### config.mk
export PLATFORM = sky130hd
export DESIGN_NAME = ysyx_22041461_mem_arbiter
export DESIGN_NICKNAME = d
export VERILOG_FILES = /design/src/rtl/ysyx_22041461_mem_arbiter.sv
export SDC_FILE = /design/constraint.sdc
export NUM_CORES = 1
export LEC_CHECK = 0
export BUFFER_PORTS_ARGS = -buffer_cell sky130_fd_sc_hd__buf_2
export CAP_MARGIN = 30
export CORE_AREA = 2 2 209 211
export CTS_BUF_LIST = sky130_fd_sc_hd__clkbuf_16
export DETAILED_ROUTE_END_ITERATION = 10
export DIE_AREA = 0 0 211 213
export SYNTH_ARGS = -nofsm -noshare
export SYNTH_HDL_FRONTEND = slang
export SYNTH_SLANG_ARGS = --single-unit
### constraint.sdc
create_clock -name clk -period 10.5 [get_ports clk]
set_input_delay 0.525 -clock clk [delete_from_list [all_inputs] [get_ports clk]]
set_output_delay 0.525 -clock clk [all_outputs]
set_load 0.005 [all_outputs]
### src/rtl/ysyx_22041461_mem_arbiter.sv
// Round-robin arbiter sharing one memory port between instruction fetch (IFU,
// read-only) and load/store (LSU, read/write). One transaction in flight.
//
// Ports:
//   clk, rst             clock (rising edge), asynchronous active-high reset
//   ifu_req_*/ifu_addr   IFU read request (valid/ready)
//   ifu_rsp_*            IFU registered response: 1-cycle valid, data, timeout err
//   lsu_req_*/lsu_*      LSU request (valid/ready) with wen/wdata/wmask
//   lsu_rsp_*            LSU registered response: 1-cycle valid, data, timeout err
//   mem_req_*/mem_*      latched request towards memory (valid/ready)
//   mem_rsp_valid/data   memory response, accepted only while waiting for it
//   busy                 arbiter is not idle
module ysyx_22041461_mem_arbiter #(
  parameter int unsigned TIMEOUT = 256,
  parameter int unsigned CNT_W   = 8
) (
  input  logic        clk,
  input  logic        rst,
  input  logic        ifu_req_valid,
  output logic        ifu_req_ready,
  input  logic [63:0] ifu_addr,
  output logic        ifu_rsp_valid,
  output logic [63:0] ifu_rsp_data,
  output logic        ifu_rsp_err,
  input  logic        lsu_req_valid,
  output logic        lsu_req_ready,
  input  logic [63:0] lsu_addr,
  input  logic        lsu_wen,
  input  logic [63:0] lsu_wdata,
  input  logic [7:0]  lsu_wmask,
  output logic        lsu_rsp_valid,
  output logic [63:0] lsu_rsp_data,
  output logic        lsu_rsp_err,
  output logic        mem_req_valid,
  input  logic        mem_req_ready,
  output logic [63:0] mem_addr,
  output logic        mem_wen,
  output logic [63:0] mem_wdata,
  output logic [7:0]  mem_wmask,
  input  logic        mem_rsp_valid,
  input  logic [63:0] mem_rsp_data,
  output logic        busy
);

  typedef enum logic [1:0] {IDLE, REQ, WAIT} state_e;

  localparam logic [CNT_W-1:0] CNT_LAST = CNT_W'(TIMEOUT - 1);

  state_e      state_q, state_d;
  logic        last_lsu_q, last_lsu_d;    // last grant went to the LSU
  logic        owner_lsu_q, owner_lsu_d;  // current transaction belongs to the LSU
  logic [CNT_W-1:0] cnt_q, cnt_d;
  logic [63:0] addr_q, addr_d;
  logic        wen_q, wen_d;
  logic [63:0] wdata_q, wdata_d;
  logic [7:0]  wmask_q, wmask_d;
  logic        ifu_vld_q, ifu_vld_d, ifu_err_q, ifu_err_d;
  logic        lsu_vld_q, lsu_vld_d, lsu_err_q, lsu_err_d;
  logic [63:0] ifu_data_q, ifu_data_d, lsu_data_q, lsu_data_d;

  logic grant_ifu, grant_lsu, accept, expired, rsp_ok, rsp_to;

  // Arbitration: a lone requester wins; under contention the one not granted last time wins.
  always_comb begin
    grant_lsu = (state_q == IDLE) && lsu_req_valid && (!ifu_req_valid || !last_lsu_q);
    grant_ifu = (state_q == IDLE) && ifu_req_valid && !grant_lsu;
    accept    = grant_ifu || grant_lsu;
    // Counter saturates at CNT_LAST, so a handshake on the final REQ cycle still
    // leaves WAIT with an expired budget (a response in that cycle wins).
    expired   = (cnt_q == CNT_LAST);
    rsp_ok    = (state_q == WAIT) && mem_rsp_valid;
    rsp_to    = expired && (((state_q == REQ) && !mem_req_ready) ||
                            ((state_q == WAIT) && !mem_rsp_valid));
  end

  // State register
  always_ff @(posedge clk or posedge rst) begin
    if (rst) state_q <= IDLE;
    else     state_q <= state_d;
  end

  // Next-state logic
  always_comb begin
    state_d = state_q;
    unique case (state_q)
      IDLE:    if (accept) state_d = REQ;
      REQ:     if (mem_req_ready) state_d = WAIT;
               else if (rsp_to)   state_d = IDLE;
      WAIT:    if (rsp_ok || rsp_to) state_d = IDLE;
      default: state_d = IDLE;
    endcase
  end

  // Output logic
  always_comb begin
    ifu_req_ready = grant_ifu;
    lsu_req_ready = grant_lsu;
    mem_req_valid = (state_q == REQ);
    busy          = (state_q != IDLE);
    mem_addr      = addr_q;
    mem_wen       = wen_q;
    mem_wdata     = wdata_q;
    mem_wmask     = wmask_q;
    ifu_rsp_valid = ifu_vld_q;
    ifu_rsp_data  = ifu_data_q;
    ifu_rsp_err   = ifu_err_q;
    lsu_rsp_valid = lsu_vld_q;
    lsu_rsp_data  = lsu_data_q;
    lsu_rsp_err   = lsu_err_q;
  end

  // Request latch, watchdog and response datapath
  always_comb begin
    last_lsu_d  = last_lsu_q;
    owner_lsu_d = owner_lsu_q;
    cnt_d       = cnt_q;
    addr_d      = addr_q;
    wen_d       = wen_q;
    wdata_d     = wdata_q;
    wmask_d     = wmask_q;
    ifu_vld_d   = 1'b0;
    ifu_err_d   = 1'b0;
    ifu_data_d  = '0;
    lsu_vld_d   = 1'b0;
    lsu_err_d   = 1'b0;
    lsu_data_d  = '0;

    if (state_q != IDLE && !expired) cnt_d = cnt_q + 1'b1;

    if (accept) begin
      last_lsu_d  = grant_lsu;
      owner_lsu_d = grant_lsu;
      cnt_d       = '0;
      addr_d      = grant_lsu ? lsu_addr  : ifu_addr;
      wen_d       = grant_lsu && lsu_wen;
      wdata_d     = grant_lsu ? lsu_wdata : '0;
      wmask_d     = grant_lsu ? lsu_wmask : '0;
    end

    if (rsp_ok) begin
      if (owner_lsu_q) begin
        lsu_vld_d  = 1'b1;
        lsu_data_d = wen_q ? '0 : mem_rsp_data;
      end else begin
        ifu_vld_d  = 1'b1;
        ifu_data_d = mem_rsp_data;
      end
    end else if (rsp_to) begin
      if (owner_lsu_q) begin
        lsu_vld_d = 1'b1;
        lsu_err_d = 1'b1;
      end else begin
        ifu_vld_d = 1'b1;
        ifu_err_d = 1'b1;
      end
    end
  end

  always_ff @(posedge clk or posedge rst) begin
    if (rst) begin
      last_lsu_q  <= 1'b1;
      owner_lsu_q <= 1'b0;
      cnt_q       <= '0;
      addr_q      <= '0;
      wen_q       <= 1'b0;
      wdata_q     <= '0;
      wmask_q     <= '0;
      ifu_vld_q   <= 1'b0;
      ifu_err_q   <= 1'b0;
      ifu_data_q  <= '0;
      lsu_vld_q   <= 1'b0;
      lsu_err_q   <= 1'b0;
      lsu_data_q  <= '0;
    end else begin
      last_lsu_q  <= last_lsu_d;
      owner_lsu_q <= owner_lsu_d;
      cnt_q       <= cnt_d;
      addr_q      <= addr_d;
      wen_q       <= wen_d;
      wdata_q     <= wdata_d;
      wmask_q     <= wmask_d;
      ifu_vld_q   <= ifu_vld_d;
      ifu_err_q   <= ifu_err_d;
      ifu_data_q  <= ifu_data_d;
      lsu_vld_q   <= lsu_vld_d;
      lsu_err_q   <= lsu_err_d;
      lsu_data_q  <= lsu_data_d;
    end
  end

endmodule

==> flow_metrics.env, run 1 <==
export IMPL_status="finished clean"
export IMPL_die_w_um=211
export IMPL_crit_type="flip-flop to primary output"
export IMPL_grt_use_met2_pct=21.9
export IMPL_cts_resized=0
export IMPL_ys_warn_count=0
export IMPL_synth_common_cells="280 x dfrtp_1, 130 x o21ai_0, 129 x and2_1"
export IMPL_worst_slew_pin_transition_ns=0.883
export IMPL_grt_start_max_net_pins=139
export IMPL_ant_nets=0
export IMPL_met1_usage_pct=15.9
export IMPL_r2r_start="last_lsu_q"
export IMPL_grt_pass1_wl_um=47100
export IMPL_max_slew_margin_rel_pct=41.1
export IMPL_p_total_w=0.00349
export IMPL_drt_initial_drc_count=508
export IMPL_path_delay_family="buffers and inverters"
export IMPL_cts_sinks=281
export IMPL_synth_edf_count=0
export IMPL_synth_distinct_cells=40
export IMPL_post_place_ws_ns=7.45
export IMPL_routed_via_density=4.39
export IMPL_crit_path_cell_trace="nor2_4 -> inv_2 -> buf_4 -> buf_2"
export IMPL_hold_buffers=0
export IMPL_n_fill_cell=4340
export IMPL_ioPinCount=544
export IMPL_fin_nets=1601
export IMPL_fp_coreArea_um2=42700
export IMPL_gr_total_overflow=0
export IMPL_gp_congestion=0.775
export IMPL_irDropWorstVdd_uv=125
export IMPL_final_max_slew_viol_count=0
export IMPL_syn_instance_count=799
export IMPL_htree_levels=1
export IMPL_drtPass1Iterations=4
export IMPL_power_leakage_nw=8.06
export IMPL_synthFlopType="dfrtp_1"
export IMPL_die_area_um2=44900
export IMPL_yosysTopAreaCellShare_pct=66.5
export IMPL_track_usage_pct=13.3
export IMPL_worstPathArrival_ns=2.30
export IMPL_wirelength_um=31700
export IMPL_utilization_pct=34.6
export IMPL_crit_slowest_cell="dfrtp_1"
export IMPL_yosysMostFrequentCell="dfrtp_1"
export IMPL_drc_errors=0
export IMPL_ys_seq_area_share_pct=66.8
export IMPL_first_global_vias=8420
export IMPL_syn_nets=1071
export IMPL_rsz0062_at_grt="no"
export IMPL_timing_final_crit_share_pct=26.9
export IMPL_drive_gt1_share_pct=45.3
export IMPL_grt_busiest_layer="met2"
export IMPL_numCtsBuffers=30
export IMPL_synth_area_um2=10500
export IMPL_ys_ff_latch=281
export IMPL_clk_pin_slew_ns=0.06
export IMPL_drv_cap=0
export IMPL_layout_setup_ws_ns=7.67
export IMPL_async_flop_share_pct=100
export IMPL_initial_core_util_pct=24.7
export IMPL_cts_setup_buffers=0
export IMPL_path_buf_inv=3
export IMPL_num_vias=8333
export IMPL_hp_class="input pin to flip-flop"
export IMPL_cts_buffer_depth=3
export IMPL_worst_setup_path_end_kind="primary output"
export IMPL_wire_per_inst_um=16.7
export IMPL_min_period_ns=2.83
export IMPL_tns_ns=0
export IMPL_cp_data_required_time_ns=9.98
export IMPL_critPathMaxFanout=43
export IMPL_met3_usage_pct=5.35
export IMPL_syn_area_per_cell_um2=13.2
export IMPL_slowest_delay_ns=0.53
export IMPL_finalClockSkew_ns=0.0299
export IMPL_syn_to_final_growth_pct=40.2
export IMPL_root_buffer="clkbuf_16"
export IMPL_io_buffers=543
export IMPL_setup_viol=0
export IMPL_fmax_mhz=354
export IMPL_crit_start="state_q[1]"
export IMPL_synth_top_cell_by_area="dfrtp_1"
export IMPL_dpl_hpwl_um=22800
export IMPL_row_count=76
export IMPL_insertion_delay_ns=0.58
export IMPL_startpoint_type="flip-flop"
export IMPL_finalHoldViolCount=0
export IMPL_die_h_um=213
export IMPL_antenna_found_initial=4
export IMPL_cts_tree="done"
export IMPL_min_delay_start="mem_rsp_data[31]"
export IMPL_netlist_top_cells_area="dfrtp_1 67%, and2_1 7.7%, mux2i_1 6.4%"
export IMPL_powerDensity_nw_per_um2=237
==> state kept, by name, indices dropped and copies added, names as in the netlist <==
signal	count
lsu_rsp_valid	1
mem_wen	1
cnt_q	8
last_lsu_q	1
ifu_rsp_valid	1
mem_wdata	64
ifu_rsp_data	64
owner_lsu_q	1
mem_wmask	8
ifu_rsp_err	1
lsu_rsp_err	1
lsu_rsp_data	64
state_q	2
mem_addr	64
==> cells by family (layout without fill, tap and decap cells) <==
kind of cell / count (synthesis) / in the layout / synth area share [%]
adder cells (fa/ha/maj): 1 / 1 / 0.119
AO/OA/AOI/OAI: 225 / 225 / 13.8
buffers and inverters: 62 / 613 / 3.04
flip-flops: 281 / 281 / 66.8
other: 0 / 1 / 0
AND/OR/NAND/NOR: 163 / 163 / 9.88
multiplexers: 67 / 67 / 6.37
==> routing by layer <==
layer	part of all wire [%]	up-vias
li1	-	3854
met2	48	333
met4	2.7	8
met5	0.16	-
met3	9.6	62
met1	39	4076
==> placed cells by master, fill, tap and decap left out, types with 2 or more instances in the layout <==
master	Yosys	final
a21o_1	3	3
a21oi_1	2	2
a22o_1	74	74
and2_1	129	128
and3_1	4	4
and4_1	2	2
buf_16	0	3
buf_2	10	543
buf_4	16	9
bufinv_16	0	2
clkbuf_16	0	30
clkinv_1	0	6
clkinv_2	0	10
dfrtp_1	280	280
inv_1	3	4
mux2i_1	67	67
nand2_1	3	3
nand3_1	5	5
nand4_1	3	3
nor2_1	4	3
nor2_4	2	3
nor3_1	2	2
nor3b_1	3	3
o211ai_1	4	4
o21ai_0	130	130
o21ai_1	3	2
o21bai_1	2	2
==> where the power goes <==
part | internal [W] | leakage, nW | switching [W] | total, W
Combinational | 0.000459 | 3.86 | 0.000540 | 0.000999
Sequential | 0.00136 | 3.73 | 0.000147 | 0.00150
Clock | 0.000565 | 0.469 | 0.000428 | 0.000993
==> worst paths after layout <==
check | to | slack (ns) | cells after the start
hold reg to reg | mem_addr[38] | 0.50 | 2
min in group asynchronous | mem_addr[11] | 0.53 | 3
max in group asynchronous | mem_wdata[8] | 8.58 | 6
setup reg to reg | mem_wdata[6] | 8.26 | 5
setup / recovery | busy | 7.67 | 4
hold / removal | lsu_rsp_data[31] | 0.16 | 2
==> layout make-up <==
cell class	count	area (µm²)	area share [%]
sequential	281	7030	47.6
multi-input combinational	456	3210	21.7
timing repair buffer	557	2900	19.6
clock buffer	30	751	5.09
tap	546	683	4.63
clock inverter	23	168	1.14
inverter	3	18.8	0.127
antenna	1	2.50	0.0170
==> through the flow <==
step                      std cells  instance area, µm²  hold WS, ns
after floorplan                 799               10500        0.487
after CTS                      1892               14700        0.124
after global placement         1838               13700        0.483
after detailed placement       1839               13800        0.486
after global routing           1896               14800        0.137
final                          1897               14800        0.164
(Power assumes the default switching activity.)
==> inputs of run 2 (changes only) <==
clock period = 2.9 ns   (was 10.5 ns; I/O delays follow)
==> flow_metrics.env, run 2 (synthesis results as in run 1) <==
export IMPL_p_switching_w=0.00428
export IMPL_die_h_um=213
export IMPL_cts_sinks=281
export IMPL_rsz0062_at_grt="no"
export IMPL_slowest_delay_ns=0.53
export IMPL_die_w_um=211
export IMPL_n_fill_cell=3999
export IMPL_cts_buffer_depth=3
export IMPL_ioPinCount=544
export IMPL_dpl_cell_count=1847
export IMPL_met1_usage_pct=18.4
export IMPL_io_buffers=543
export IMPL_drt_initial_drc_count=618
export IMPL_track_usage_pct=15.7
export IMPL_fp_coreArea_um2=42700
export IMPL_ant_nets=0
export IMPL_critPathMaxFanout=42
export IMPL_grt_pass1_wl_um=56100
export IMPL_antenna_found_initial=3
export IMPL_crit_type="flip-flop to primary output"
export IMPL_wirelength_um=37200
export IMPL_holdWs_ns=0.144
export IMPL_max_slew_margin_rel_pct=53.8
export IMPL_finalClockSkew_ns=0.0127
export IMPL_setup_viol=0
export IMPL_path_delay_family="buffers and inverters"
export IMPL_die_area_um2=44900
export IMPL_placed_area_um2=13900
export IMPL_hold_buffers=269
export IMPL_final_cell_mix="543 x buf_2, 280 x dfrtp_1, 269 x dlygate4sd3_1, 130 x o21ai_0, 128 x and2_1"
export IMPL_dpl_hpwl_um=24200
export IMPL_final_max_slew_viol_count=0
export IMPL_irDropWorstVdd_uv=469
export IMPL_min_period_ns=2.36
export IMPL_crit_path_cell_trace="nor2_4 -> inv_2 -> buf_4 -> buf_2"
export IMPL_p_sw_share_pct=31.9
export IMPL_numCtsBuffers=31
export IMPL_hp_class="input pin to flip-flop"
export IMPL_drive_gt1_share_pct=37.8
export IMPL_finalHoldViolCount=0
export IMPL_powerDensity_nw_per_um2=764
export IMPL_grt_busiest_layer="met2"
export IMPL_layout_commonest_cell="buf_2"
export IMPL_fin_area_um2=17500
export IMPL_p_total_w=0.0134
export IMPL_grt_use_met2_pct=27.4
export IMPL_pwr_share_seq_pct=40.9
export IMPL_utilization_pct=41.1
export IMPL_worst_setup_path_end_kind="primary output"
export IMPL_num_vias=9603
export IMPL_first_global_vias=10211
export IMPL_syn_to_final_growth_pct=66.6
export IMPL_grt_start_max_net_pins=104
export IMPL_fin_nets=1875
export IMPL_instances_no_fill=2174
export IMPL_gr_total_overflow=0
export IMPL_status="finished clean"
export IMPL_power_leakage_nw=9.22
export IMPL_met3_usage_pct=5.00
export IMPL_row_count=76
export IMPL_internal_power_w=0.00913
export IMPL_insertion_delay_ns=0.59
export IMPL_root_buffer="clkbuf_16"
export IMPL_htree_levels=1
export IMPL_startpoint_type="flip-flop"
export IMPL_worst_slew_pin_transition_ns=0.691
export IMPL_initial_core_util_pct=24.7
export IMPL_cts_resized=0
export IMPL_reg2reg_slack_ns=0.63
export IMPL_cts_setup_buffers=0
export IMPL_drtPass1Iterations=4
export IMPL_worstPathArrival_ns=2.21
export IMPL_drv_cap=0
export IMPL_crit_slowest_cell="dfrtp_1"
export IMPL_path_buf_inv=3
export IMPL_fmax_mhz=424
export IMPL_cts_tree="done"
export IMPL_clk_pin_slew_ns=0.06
export IMPL_clkPwrFrac_pct=28.5
export IMPL_wire_per_inst_um=17.1
export IMPL_cp_data_required_time_ns=2.76
export IMPL_timing_final_crit_share_pct=81.4
export IMPL_gp_congestion=0.802
export IMPL_pwr_share_comb_pct=30.7
export IMPL_drc_errors=0
export IMPL_routed_via_density=4.42
[run 2: cell count changes in the layout (fill, tap and decap cells not counted), moves of 3 or more]
cell	previous run	this run
inv_1	4	7
buf_16	3	0
buf_4	9	12
buf_12	1	6
clkinv_2	10	6
dlygate4sd3_1	1	269
[run 2: stage by stage]
step | setup TNS, ns | setup slack (ns)
finish | 0 | 0.540
global route | 0 | 0.380
detailed placement | 0 | 0.909
global placement | 0 | 1.02
floorplan | -270.34 | -0.965
CTS | 0 | 0.515
[run 2: power by group through the flow]
stage          logic [W]  clock network, W  registers [W]
2_1_floorplan    0.00187                 0        0.00555
3_3_place_gp     0.00362                 0        0.00550
3_5_place_dp     0.00370                 0        0.00552
4_1_cts          0.00412           0.00393        0.00546
5_1_grt          0.00454           0.00410        0.00559
6_report         0.00411           0.00382        0.00548
[run 2: final cells by class]
class	instances	area (µm²)	area share [%]
diodes	3	7.51	0.0428
clock buffers	31	776	4.42
multi-input cells	456	3210	18.3
flip-flops and latches	281	7030	40.1
inverters	3	15.0	0.0856
repair buffers	830	5620	32.0
clock inverters	24	196	1.12
well taps	546	683	3.90
[run 2: path summary, 6_finish.rpt]
| kind | cells past startpoint | endpoint | startpoint |
|---|---|---|---|
| min in group asynchronous | 3 | lsu_rsp_data[17] | rst |
| worst min-delay path | 3 | last_lsu_q | lsu_req_valid |
| max in group asynchronous | 5 | mem_wdata[60] | rst |
| worst min register to register | 1 | mem_wdata[45] | mem_wdata[45] |
| worst max-delay path | 4 | busy | state_q[1] |
| worst max register to register | 5 | mem_addr[32] | state_q[1] |
[run 2: per-layer routing]
metal | up-vias | wire (µm)
li1 | 4415 | -
met1 | 4711 | 14300
met2 | 395 | 18600
met3 | 82 | 3080
met4 | 0 | 1130
met5 | - | 0
[run 2: worst reg2reg max path: stages, from the launching register on]
cell           delay [ns]
dfrtp_1              0.49
nor2_4               0.27
o21ai_4              0.24
buf_12               0.23
a221o_1              0.38
dlygate4sd3_1        0.55
